==> config.mk <==
export PLATFORM = sky130hd
export DESIGN_NAME = fetch_unit_flat
export DESIGN_NICKNAME = d
export VERILOG_FILES = /design/src/rtl/core_pkg.sv /design/src/rtl/fetch_unit_if.sv /design/src/rtl/fetch_unit_next_pc_logic.sv /design/src/rtl/fetch_unit.sv /design/src/flat_wrapper.sv
export SDC_FILE = /design/constraint.sdc
export NUM_CORES = 1
export LEC_CHECK = 0
export ABC_CLOCK_PERIOD_IN_PS = 9700
export CAP_MARGIN = 20
export CORE_ASPECT_RATIO = 0.9
export CORE_MARGIN = 2
export CORE_UTILIZATION = 55
export CTS_BUF_LIST = sky130_fd_sc_hd__clkbuf_8
export DETAILED_ROUTE_END_ITERATION = 8
export PLACE_DENSITY = 0.89
export SLEW_MARGIN = 5
export SYNTH_ARGS = -nofsm -noshare
export SYNTH_HDL_FRONTEND = slang
export SYNTH_HIERARCHICAL = 1
export SYNTH_SLANG_ARGS = --single-unit
export TNS_END_PERCENT = 20
==> constraint.sdc <==
create_clock -name clk -period 9.7 [get_ports clk]
set_input_delay 1.94 -clock clk [delete_from_list [all_inputs] [get_ports clk]]
set_output_delay 1.94 -clock clk [all_outputs]
set_load 0.01 [all_outputs]
==> src/rtl/core_pkg.sv <==
// Shared types and instruction field positions for the single-cycle MIPS core.
// Latency: n/a (declarations only).
// Backpressure: n/a.
package core_pkg;

  typedef enum logic [1:0] {
    IDLE  = 2'd0,
    FETCH = 2'd1,
    EXEC  = 2'd2
  } fetch_state_t;

  localparam int OPCODE_MSB = 31;
  localparam int OPCODE_LSB = 26;
  localparam int FUNCT_MSB  = 5;
  localparam int FUNCT_LSB  = 0;
  localparam int IMM16_MSB  = 15;
  localparam int IMM16_LSB  = 0;
  localparam int JADDR_MSB  = 25;
  localparam int JADDR_LSB  = 0;

  localparam logic [31:0] INSTR_BYTES = 32'd4;

endpackage

==> src/rtl/fetch_unit_if.sv <==
// Instruction-memory fetch port: request/address out, ready/data back.
// Latency: memory returns data in the same cycle it asserts ready.
// Backpressure: request and address stay asserted until ready is seen.
interface fetch_unit_if;
  logic        imem_req;
  logic [31:0] imem_addr;
  logic        imem_ready;
  logic [31:0] imem_rdata;

  // Fetch side drives the request, memory side answers.
  modport master (output imem_req, output imem_addr, input imem_ready, input imem_rdata);
  modport slave  (input imem_req, input imem_addr, output imem_ready, output imem_rdata);
endinterface

==> src/rtl/fetch_unit_next_pc_logic.sv <==
// Next-PC selection: sequential, PC-relative branch or pseudo-direct jump.
// Latency: purely combinational.
// Backpressure: none; the caller decides when next_pc_o is consumed.
module next_pc_logic
  import core_pkg::*;
(
  input  logic [31:0] pc_i,
  input  logic [31:0] instr_i,
  input  logic        pcsrc_i,
  input  logic        jump_i,
  output logic [31:0] next_pc_o
);

  logic [31:0] pc4;
  logic [31:0] branch_off;
  logic [31:0] jump_tgt;
  logic        unused_opcode_bits;

  assign pc4        = pc_i + INSTR_BYTES;
  // Word offset, sign-extended, scaled to bytes; wraps modulo 2^32.
  assign branch_off = {{14{instr_i[IMM16_MSB]}}, instr_i[IMM16_MSB:IMM16_LSB], 2'b00};
  // Jump stays inside the 256 MB region of the delay-free successor address.
  assign jump_tgt   = {pc4[31:28], instr_i[JADDR_MSB:JADDR_LSB], 2'b00};

  assign unused_opcode_bits = ^instr_i[OPCODE_MSB:OPCODE_LSB];

  // Jump beats branch when the controller raises both.
  always_comb begin
    next_pc_o = pc4;
    if (jump_i) begin
      next_pc_o = jump_tgt;
    end else if (pcsrc_i) begin
      next_pc_o = pc4 + branch_off;
    end
  end

endmodule

==> src/rtl/fetch_unit.sv <==
// Fetch stage: owns the PC, fetches over req/ready, holds instr for the controller.
// Latency: 2 cycles per instruction minimum (one FETCH with immediate ready, one EXEC).
// Backpressure: FETCH waits on imem_ready; EXEC holds everything while stall is high.
module fetch_unit
  import core_pkg::*;
#(
  parameter logic [31:0] RESET_PC = 32'h0000_0000
) (
  input  logic         clk,
  input  logic         rst_n,
  fetch_unit_if.master imem,
  input  logic         stall,
  input  logic         pcsrc,
  input  logic         jump,
  output logic         instr_valid,
  output logic [31:0]  instr,
  output logic [5:0]   opcode,
  output logic [5:0]   funct,
  output logic [31:0]  pc,
  output logic [31:0]  retire_count
);

  // Low address bits are meaningless for word fetches, so drop them.
  localparam logic [31:0] RESET_PC_W = {RESET_PC[31:2], 2'b00};

  fetch_state_t state_q, state_d;
  logic [31:0]  pc_q, pc_d;
  logic [31:0]  instr_q, instr_d;
  logic [31:0]  retire_q, retire_d;
  logic [31:0]  next_pc;
  logic         fetch_req;
  logic         exec_vld;

  next_pc_logic u_next_pc (
    .pc_i      (pc_q),
    .instr_i   (instr_q),
    .pcsrc_i   (pcsrc),
    .jump_i    (jump),
    .next_pc_o (next_pc)
  );

  // State, PC, instruction and retire counter; reset aborts any fetch in flight.
  always_ff @(posedge clk or negedge rst_n) begin
    if (!rst_n) begin
      state_q  <= IDLE;
      pc_q     <= RESET_PC_W;
      instr_q  <= '0;
      retire_q <= '0;
    end else begin
      state_q  <= state_d;
      pc_q     <= pc_d;
      instr_q  <= instr_d;
      retire_q <= retire_d;
    end
  end

  // Next-state and handshake outputs; everything holds unless a case says otherwise.
  always_comb begin
    state_d   = state_q;
    pc_d      = pc_q;
    instr_d   = instr_q;
    retire_d  = retire_q;
    fetch_req = 1'b0;
    exec_vld  = 1'b0;
    case (state_q)
      IDLE: begin
        state_d = FETCH;
      end
      FETCH: begin
        fetch_req = 1'b1;
        if (imem.imem_ready) begin
          instr_d = imem.imem_rdata;
          state_d = EXEC;
        end
      end
      EXEC: begin
        exec_vld = 1'b1;
        if (!stall) begin
          pc_d     = next_pc;
          retire_d = retire_q + 32'd1;
          state_d  = FETCH;
        end
      end
      default: begin
        state_d = IDLE;
      end
    endcase
  end

  assign imem.imem_req  = fetch_req;
  assign imem.imem_addr = pc_q;

  assign instr_valid  = exec_vld;
  assign instr        = instr_q;
  assign opcode       = instr_q[OPCODE_MSB:OPCODE_LSB];
  assign funct        = instr_q[FUNCT_MSB:FUNCT_LSB];
  assign pc           = pc_q;
  assign retire_count = retire_q;

endmodule

==> src/flat_wrapper.sv <==
// flat-port wrapper written by rule: the top's interface ports become plain ports
module fetch_unit_flat import core_pkg::*;
#(
  parameter logic [31:0] RESET_PC = 32'h0000_0000
)
  (clk, rst_n, stall, pcsrc, jump, instr_valid, instr, opcode, funct, pc, retire_count, imem_imem_req, imem_imem_addr, imem_imem_ready, imem_imem_rdata);
  fetch_unit_if imem_i ();
  input  logic clk;
  input  logic rst_n;
  input  logic stall;
  input  logic pcsrc;
  input  logic jump;
  output logic instr_valid;
  output logic [31:0] instr;
  output logic [5:0] opcode;
  output logic [5:0] funct;
  output logic [31:0] pc;
  output logic [31:0] retire_count;
  output wire logic [$bits(imem_i.imem_req)-1:0] imem_imem_req;
  output wire logic [$bits(imem_i.imem_addr)-1:0] imem_imem_addr;
  input wire logic [$bits(imem_i.imem_ready)-1:0] imem_imem_ready;
  input wire logic [$bits(imem_i.imem_rdata)-1:0] imem_imem_rdata;
  assign imem_imem_req = imem_i.imem_req;
  assign imem_imem_addr = imem_i.imem_addr;
  assign imem_i.imem_ready = imem_imem_ready;
  assign imem_i.imem_rdata = imem_imem_rdata;
  fetch_unit #(.RESET_PC(RESET_PC)) u_core (.clk(clk), .rst_n(rst_n), .imem(imem_i), .stall(stall), .pcsrc(pcsrc), .jump(jump), .instr_valid(instr_valid), .instr(instr), .opcode(opcode), .funct(funct), .pc(pc), .retire_count(retire_count));
endmodule
After elaboration in Yosys (flattened, before gate mapping)

Cells that the tools add are included.

Output and inout port bits: 142
Flip-flop bits (word level): 98
Logic and storage cells: 23

Equality and inequality tests: 4
Reduce and logical (&&, ||, !) cells: 4
Muxes and demuxes: 7
Bitwise operators: 1
Add/sub/neg operators: 3

Operator list:

| cell                                           | count |
|---|---|
| 2-to-1 mux 32 bit                              | 2 |
| adder 32 x 1 -> 32 bit (second input constant) | 1 |
| adder 32 x 3 -> 32 bit (second input constant) | 1 |
| adder 32 bit                                   | 1 |
| case mux 2 bit (3 select lines)                | 1 |
| AND reduction 2 bit                            | 3 |
| 2-to-1 mux 2 bit                               | 2 |
| inequality test 2 bit (second input constant)  | 2 |
| == test 2 x 1 -> 1 bit (second input constant) | 1 |
| == test 2 bit (second input constant)          | 1 |
| zero test 2 bit                                | 1 |
| 2-to-1 mux 1 bit                               | 2 |
| NOT 1 bit                                      | 1 |

Logic depth before layout (Yosys ltp)

Depth in word-level cells: 4
Depth in mapped cells: 16
Depth with buffers taken out: 15

Hierarchy

Netlist, hierarchy kept.

By module, submodules not included:

| module        | area each (µm²) | instances | cells an instance |
|---|---|---|---|
| fetch_unit    | 4,342.9         | 1         | 325 |
| next_pc_logic | 2,772.7         | 1         | 411 |

Least setup slack after synthesis

No wires, ideal clock.

Kind: reg2reg
Start: register u_core.pc_q[4], in the netlist u_core/imem.imem_addr[4]
End: register u_core.pc_q[24], in the netlist u_core/imem.imem_addr[24]
Stages on the path, launching flop included: 13
Buffers on the path: 0
Data arrival time: 3.291 ns
Setup slack: 6.285 ns
Data required time: 9.575 ns
Cell sequence: dfrtp_1 > nand4_1 > nor4_4 > nand4_1 > xnor2_1 > ha_1 > a21o_1 > a21o_1 > a211oi_1 > a31oi_1 > a2111o_1 > and3_1 > mux2_2

Cells in the longest elaborated chain, start to end: 4

RTL lines:

| what                     | RTL line                       | source |
|---|---|---|
| start, declared          | fetch_unit.sv:27               | `logic [31:0] pc_q, pc_d;` |
| start signal, assigned   | fetch_unit.sv:51               | `pc_q <= pc_d;` |
| adder 32 x 3 -> 32 bit * | fetch_unit_next_pc_logic.sv:19 | `assign pc4 = pc_i + INSTR_BYTES;` |
| adder 32 bit             | fetch_unit_next_pc_logic.sv:33 | `next_pc_o = pc4 + branch_off;` |
| 2-to-1 mux 32 bit *      | fetch_unit_next_pc_logic.sv:32 | `end else if (pcsrc_i) begin` |
| 2-to-1 mux 32 bit *      | fetch_unit_next_pc_logic.sv:30 | `if (jump_i) begin` |
| via u_core.next_pc[24]   | fetch_unit.sv:30               | `logic [31:0] next_pc;` |

The timed path passes the listed nets; every way through them passes the cells marked *.
A chain may end at the register's enable or synchronous reset.

Worst setup path in the final report

Start: input port jump
End: register u_core.pc_q[24], in the netlist u_core/imem.imem_addr[24]

Cells in the longest elaborated chain, start to end: 1

RTL lines:

| what                   | RTL line                       | source |
|---|---|---|
| start, declared        | flat_wrapper.sv:12             | `input logic jump;` |
| 2-to-1 mux 32 bit      | fetch_unit_next_pc_logic.sv:30 |  |
| via u_core.next_pc[24] | fetch_unit.sv:30               |  |

The timed path passes the listed nets, and every way through them passes these cells.

==> results.cfg <==
[sta]
fmax_mhz = 213.2
slew_headroom_pct = 30.40
setup_viol = 0
fin_ws_ns = 5.011
holdWs_ns = 0.4847
rsz0062_at_grt = no
finalClockSkew_ns = 0.01272
drv_slew = 0
finalSetupTns_ns = 0
period_minus_slack_ns = 4.689
fin_crit_sh_pct = 48.34
hold_violations = 0
worst_pin_slew_ns = 1.043

[floorplanning]
initial_utilization_pct = 56.30
coreArea_sq_um = 12640
die_area_sq_um = 13860
die_x_um = 123.9
rows = 39
ios = 180
die_height_um = 111.9

[grt]
track_usage_pct = 29.19
antenna_found_initial = 0
grt_pass1_wl_um = 31530
grt_max_degree = 76
grt_overflow = 0
grt_pass1_vias = 6024

[logic_synthesis]
post-synth-top-count-cell = dfrtp_1
syn-mean-instance-area_sq_um = 9.668
synth_common_cells = dfrtp_1 (98), nand2_1 (69), mux2_2 (66)
ys.flop_type = dfrtp_1
ys_ff_latch = 98
yosys_warnings = 6
synthTopCellsByArea = dfrtp_1 (34%), mux2_2 (10%), ha_1 (6.7%), xnor2_1 (4.9%), buf_4 (4.6%)
seq_area_frac_synth_pct = 34.46
synth_nets = 813
yosysUniqueCellTypes = 71
synth_edf_count = 0
synth_top_area_share_pct = 34.46
netlist_area_sq_um = 7116
async_reset_ff_share_pct = 100.0
yosysTopAreaCell = dfrtp_1
synthCells = 736

[layout]
final_core_util_pct = 70.76
fillers = 920
insertedDiodeCount = 0
syn_to_final_growth_pct = 25.67
seq_area_sq_um = 2452
layout.cells.non_filler = 1031
final_area_sq_um = 8942
final_nets = 939
drive_above_1_share_pct = 14.07
multiInputGateArea_sq_um = 4168

[clocking]
cts.sinks = 98
path_clk_slew_ns = 0.11
clock_latency_ns = 0.40
postCtsSetupRepairBufs = 0
cts_resized = 0
cts_tree = done
holdBufCountCts = 0
cts_buffers = 9
clk_path_buf_depth = 2
ctsRootBufferMaster = clkbuf_8
htree_levels = 3

[critical_path]
reg2reg_from = u_core/imem.imem_addr[4]
ff2ff_setup_slack_ns = 5.45
critPathArrivalTime_ns = 4.98
reg2reg_to = u_core/imem.imem_addr[28]
reg2reg_depth = 15
critPathKind = input pin to flop
crit_fanout = 31
required_ns = 9.99
critPathLaunchType = input pin
critPathCaptureType = flop

[drt]
drt-initial-drc-count = 640
finalWirelength_um = 19750
dr.pass1.iters = 5
drc_errors = 0
vias = 6232
viasPerCell = 6.045
antenna_left = 0
wire_per_inst_um = 19.16

[run]
maxCapViolCount = 0

[hold_path]
min-delay-start = u_core/retire_count[31]
whs_path_depth = 1
min-delay-path-class = flop to flop
hold_path_end = u_core/retire_count[31]

[placement]
place_congestion = 0.9288
placed_area_sq_um = 8701
dp_cells = 1014
numPortBuffers = 179
place_ws_ns = 4.656
hpwl_um = 14350

[power]
leakage_nw = 3.817
vdd_drop_max_mv = 0.2607
power_mw = 3.240
power.density_nw_per_um2 = 362.3

[run_status]
run_status = finished clean
critical path: stages:
cell and delay [ns]:
clkdlybuf4s50_1 0.75, inv_1 0.94, nand2_1 0.49, a2111o_1 0.45, and3_1 0.14, mux2_2 0.25
cell type report:
type	count	share of cell area (%)
inverters	17	0.7136
clock inverters	6	0.8535
flip-flops and latches	98	27.42
repair buffers	183	20.57
clock buffers	10	1.539
multi-input cells	553	46.61
well taps	164	2.295
worst max-delay path by stage:
stage,start,endpoint,slack [ns]
4_1_cts,jump,u_core/imem.imem_addr[24],5.06
2_1_floorplan,u_core/imem.imem_addr[4],u_core/imem.imem_addr[24],6.28
3_5_place_dp,jump,u_core/imem.imem_addr[24],4.66
5_1_grt,jump,u_core/imem.imem_addr[24],4.84
6_report,jump,u_core/imem.imem_addr[24],5.01
3_3_place_gp,jump,u_core/imem.imem_addr[24],4.72
layout by cell type (no fill, tap or decap), drive strengths merged, types with 11 or more instances in the layout:
master,n
nand3,27
clkdlybuf4s50,178
and3,11
nand4,27
nor2,30
a21o,26
nor3,13
o21ai,26
nor4,12
xor2,36
mux2,66
inv,22
dfrtp,98
a21oi,44
nand2,69
ha,38
xnor2,40
logic make-up after synthesis:
logic type	Yosys count	share of synthesized area (%)
mux	70	11.01
compound gates	146	13.40
simple gates	222	17.64
fa+ha+maj	39	6.963
xor+xnor	76	9.460
buf+inv	85	7.069
flops	98	34.46
state kept, by name (all words and copies together), names as in the netlist:
name,cells
u_core/retire_count,32
u_core/instr,32
u_core/imem.imem_addr,32
u_core/state_q,2
metal layers:
metal | global-route usage, % | part of all wire [%]
met1 | 39.42 | 43
met2 | 47.44 | 49
met3 | 6.762 | 7.1
met4 | 7.341 | 1.3
met5 | 0 | 0
power by group:
group / internal (mW) / switching (mW) / leakage, nW
sequential: 0.548 / 0.247 / 1.22
clock: 0.132 / 0.164 / 0.110
combinational: 1.07 / 1.08 / 2.49
total: 1.75 / 1.49 / 3.82
Note: power is estimated with default switching activity, not from simulation.
